<file path="src/rtl/seq_div.sv">
// seq_div: unsigned restoring divider producing one quotient bit per clock, MSB first.
// Latency: DATAWIDTH+1 edges from the capture edge to done for b != 0; 1 edge for b == 0.
// start is accepted only in IDLE or DONE and ignored while iterating; results hold until the next completion.
module seq_div #(
  parameter int DATAWIDTH = 64
) (
  input  logic                 Clk,
  input  logic                 Rst,
  input  logic                 start,
  input  logic [DATAWIDTH-1:0] a,
  input  logic [DATAWIDTH-1:0] b,
  output logic                 busy,
  output logic                 done,
  output logic [DATAWIDTH-1:0] quot,
  output logic [DATAWIDTH-1:0] rem,
  output logic                 divz
);

  localparam int            CW   = $clog2(DATAWIDTH + 1);
  localparam logic [CW-1:0] LAST = CW'(DATAWIDTH - 1);

  typedef enum logic [1:0] {
    IDLE = 2'd0,
    RUN  = 2'd1,
    DONE = 2'd2
  } state_t;

  state_t state;
  state_t state_nxt;

  // Iteration counter: number of quotient bits already produced.
  logic [CW-1:0] cnt;

  // The dividend register doubles as the quotient accumulator: each step
  // shifts out the next dividend bit at the top and shifts in the new
  // quotient bit at the bottom, so after DATAWIDTH steps it holds the quotient.
  logic [DATAWIDTH-1:0] dvd;
  logic [DATAWIDTH-1:0] dsr;
  logic [DATAWIDTH-1:0] prem;

  logic [DATAWIDTH:0]   partial;
  logic [DATAWIDTH-1:0] diff;
  logic [DATAWIDTH-1:0] prem_nxt;
  logic [DATAWIDTH-1:0] dvd_nxt;
  logic                 ge;
  logic                 accept;
  logic                 bzero;
  logic                 last;

  assign busy   = (state == RUN);
  assign done   = (state == DONE);
  assign bzero  = (b == '0);
  assign accept = start && (state != RUN);
  assign last   = (state == RUN) && (cnt == LAST);

  // One restoring step. The subtraction is done modulo 2^DATAWIDTH: it is only
  // used when partial >= divisor, and then the true difference is below the
  // divisor, so the discarded top bit is always zero.
  always_comb begin
    partial  = {prem, dvd[DATAWIDTH-1]};
    ge       = (partial >= {1'b0, dsr});
    diff     = partial[DATAWIDTH-1:0] - dsr;
    prem_nxt = ge ? diff : partial[DATAWIDTH-1:0];
    dvd_nxt  = {dvd[DATAWIDTH-2:0], ge};
  end

  // State register.
  always_ff @(posedge Clk or posedge Rst) begin
    if (Rst) begin
      state <= IDLE;
    end else begin
      state <= state_nxt;
    end
  end

  // Next-state: a zero divisor skips RUN and completes immediately.
  always_comb begin
    state_nxt = state;
    unique case (state)
      IDLE, DONE: begin
        if (start) begin
          state_nxt = bzero ? DONE : RUN;
        end else begin
          state_nxt = IDLE;
        end
      end
      RUN: begin
        if (cnt == LAST) begin
          state_nxt = DONE;
        end
      end
      default: state_nxt = IDLE;
    endcase
  end

  // Operand capture, iteration and result registers.
  always_ff @(posedge Clk or posedge Rst) begin
    if (Rst) begin
      dvd  <= '0;
      dsr  <= '0;
      prem <= '0;
      cnt  <= '0;
      quot <= '0;
      rem  <= '0;
      divz <= 1'b0;
    end else if (accept) begin
      dvd  <= a;
      dsr  <= b;
      prem <= '0;
      cnt  <= '0;
      if (bzero) begin
        quot <= '1;
        rem  <= a;
        divz <= 1'b1;
      end
    end else if (state == RUN) begin
      dvd  <= dvd_nxt;
      prem <= prem_nxt;
      cnt  <= cnt + CW'(1);
      if (last) begin
        quot <= dvd_nxt;
        rem  <= prem_nxt;
        divz <= 1'b0;
      end
    end
  end

endmodule

</file>
<file path="config.mk">
export PLATFORM = sky130hd
export DESIGN_NAME = seq_div
export DESIGN_NICKNAME = d
export VERILOG_FILES = /design/src/rtl/seq_div.sv
export SDC_FILE = /design/constraint.sdc
export NUM_CORES = 1
export LEC_CHECK = 0
export CORE_ASPECT_RATIO = 0.6
export CORE_MARGIN = 3
export CORE_UTILIZATION = 60
export CTS_CLUSTER_SIZE = 8
export DETAILED_ROUTE_END_ITERATION = 7
export PLACE_DENSITY = 0.95
export SLEW_MARGIN = 10
export SYNTH_ARGS = -nofsm -noshare
export SYNTH_HDL_FRONTEND = slang
export SYNTH_SLANG_ARGS = --single-unit
</file>
<file path="constraint.sdc">
create_clock -name Clk -period 21.3 [get_ports Clk]
set_input_delay 4.26 -clock Clk [delete_from_list [all_inputs] [get_ports Clk]]
set_output_delay 4.26 -clock Clk [all_outputs]
set_load 0.005 [all_outputs]
</file>
==> impl_metrics.json <==
{
  "run_status": "complete, no violations",
  "pwr-share-seq_pct": 24.4,
  "dp_slack_ns": 12.18,
  "clk_pin_slew_ns": 0.05,
  "combPwrFrac_pct": 59.5,
  "synth_area_sq_um": 18100,
  "num_vias": 16600,
  "drive_gt1_share_pct": 4.30,
  "grt_pass1_wl_um": 92600,
  "synthCells": 2017,
  "syn_avg_cell_area_sq_um": 8.98,
  "internal_power_w": 0.00213,
  "post_cts_resized": 0,
  "p_sw_share_pct": 48.6,
  "min_period_ns": 8.83,
  "grt_use_total_pct": 36.5,
  "hold_buffers": 0,
  "rsz0062_at_grt": "no",
  "synth-async-reset-ratio_pct": 100,
  "die_area_sq_um": 32400,
  "design_area_sq_um": 22000,
  "detail_route.vias_per_cell": 6.34,
  "finalMaxSlewViolations": 0,
  "htree_levels": 2,
  "ys_warn_count": 0,
  "synthFlopType": "dfrtp_1",
  "ios": 262,
  "finalWeightedCongestion": 1.00,
  "fmax_mhz": 113,
  "grt_antenna_before_repair": 9,
  "yosysTopAreaCell": "dfrtp_1",
  "yosysSeqAreaShare_pct": 45.6,
  "dieWidth_um": 230,
  "setup-tns-final_ns": 0,
  "start_kind": "input pin",
  "clk_latency_ns": 0.57,
  "worstPathMaxFanout": 78,
  "syn2layout_area_growth_pct": 21.5,
  "core_sq_um": 29200,
  "p_leak_nw": 9.10,
  "fin_crit_sh_pct": 41.5,
  "worst-setup-path-type": "input pin to register",
  "overflow": 0,
  "row_count": 48,
  "fin_worst_skew_ns": 0.0235,
  "port_buffers": 261,
  "power.share.clock_pct": 16.1,
  "setup_viol": 0,
  "min_path_type": "register to register",
  "ant_nets": 0,
  "post-dp-hpwl_um": 42500,
  "cap_violations": 0,
  "drt_drc_violations_left": 0,
  "root_buffer": "clkbuf_16",
  "power_switching_w": 0.00202,
  "cts_buffer_depth": 3,
  "cts_tree": "done",
  "crit_arrival_ns": 9.29,
  "p_per_area_nw_per_um2": 189,
  "ys_ff_latch": 330,
  "synth_edf_count": 0,
  "grt_max_degree": 104,
  "cts_sinks": 330,
  "synth_nets": 2214,
  "die_h_um": 141,
  "tightest_slew_ns": 1.30,
  "netlist.area_leader.share_pct": 45.6,
  "fin_ws_ns": 12.47,
  "ys_top_cells_by_area": "dfrtp_1 46%, o21ai_0 7.5%, mux2i_1 7.0%",
  "post_drt_wl_per_cell_um": 22.9,
  "start_util_pct": 61.9,
  "drt_iter0_drc": 2046,
  "irDropWorstVdd_mv": 0.0910,
  "first_global_vias": 16200,
  "post_cts_buffers": 0,
  "cp-end-kind": "register",
  "final_core_util_pct": 75.2,
  "drt-pass1-iter-count": 8,
  "cts_made_buffers": 47,
  "fin_nets": 2405,
  "hold_viol": 0,
  "yosysUniqueCellTypes": 73,
  "max-slew-margin-rel_pct": 12.2,
  "placed_cell_area_sq_um": 20700,
  "worstPathRequired_ns": 21.76,
  "wl_um": 59800
}
## final timing paths
check | slack [ns] | cells past startpoint | from | to
setup / recovery | 12.47 | 11 | b[47] | rem[32]
hold / removal | 0.49 | 2 | dvd[15] | quot[16]
setup reg to reg | 15.95 | 14 | dsr[16] | rem[55]
hold reg to reg | 0.49 | 2 | dvd[15] | quot[16]
max in group asynchronous | 15.60 | 3 | Rst | quot[37]
min in group asynchronous | 4.17 | 2 | Rst | prem[16]
## stage by stage
step | hold slack, ns | total power, W | instances
3_3_place_gp | 0.462 | 0.00328 | 2559
5_1_grt | 0.503 | 0.00439 | 2612
4_1_cts | 0.487 | 0.00406 | 2610
2_1_floorplan | 0.450 | 0.00265 | 2017
3_5_place_dp | 0.476 | 0.00336 | 2559
6_report | 0.487 | 0.00415 | 2612
## power groups by stage
stage | registers, W | clock network, W | logic, W
after CTS | 0.00101 | 0.000674 | 0.00238
after floorplan | 0.000969 | 0 | 0.00168
after global placement | 0.000999 | 0 | 0.00228
final | 0.00101 | 0.000670 | 0.00247
after global routing | 0.00103 | 0.000702 | 0.00265
after detailed placement | 0.00101 | 0 | 0.00235
## Yosys cell counts, drive strengths merged, types with 3 or more instances
cell and instances:
a211oi 15, a21o 35, a21oi 144, a22oi 3, a311oi 3, a31oi 7
and2 6, and3 10, buf 31, clkbuf 103, dfrtp 330, ha 65
inv 84, mux2i 127, nand2 325, nand2b 6, nand3 86, nand4 28
nor2 48, nor2b 13, nor3 9, nor4 23, o211ai 6, o21a 5
o21ai 340, o21bai 11, o22ai 3, o31ai 10, or3 49, xnor2 36
xor2 25
## cells by family (layout without fill, tap and decap cells)
group                    after synthesis  after routing  share of synthesized area [%]
buffers and inverters                218            411                           5.31
AO/OA/AOI/OAI                        604            604                           18.9
flip-flops                           330            330                           45.6
adder cells (fa/ha/maj)               66             66                           4.60
other                                  0              2                              0
XOR/XNOR                              61             61                           2.95
multiplexers                         128            128                           7.10
AND/OR/NAND/NOR                      610            610                           15.6
## state kept, by name (all words and copies together) (netlist names)
register  count
cnt           7
divz          1
dsr          64
dvd          64
prem         64
quot         64
rem          64
state         2
## critical path, cell delays in order
cell and delay (ns):
clkdlybuf4s50_1 0.45, nor4_1 0.72, nand4_1 0.26, nor4_1 1.09, and2_2 0.31, buf_4 0.61, inv_1 0.24, nand2_1 0.32
buf_4 0.45, o21ai_0 0.23, o31ai_1 0.24
## cell usage in the layout (no fill, tap or decap), drive strengths merged, types with 13 or more instances in the layout
cell type	n
a211oi	15
a21o	35
a21oi	144
buf	16
clkbuf	48
clkdlybuf4s50	260
dfrtp	330
ha	65
inv	85
mux2i	127
nand2	325
nand3	86
nand4	28
nor2	48
nor2b	13
nor4	23
o21ai	340
or3	49
xnor2	36
xor2	25
## layer usage
layer	vias up	routed length, um	track usage (%)
met2	959	24600	51.0
met1	8010	25300	52.1
li1	7440	-	-
met3	148	8220	14.9
met5	-	68	0
met4	10	1700	10.8
## cell type report
class,count,area [sq um]
antenna,2,5.00
timing repair buffer,276,2720
inverter,84,325
fill,2048,7250
clock inverter,3,58.8
tap,400,500
multi-input combinational,1469,8920
sequential,330,8260
clock buffer,48,1200
(Power assumes the default switching activity.)
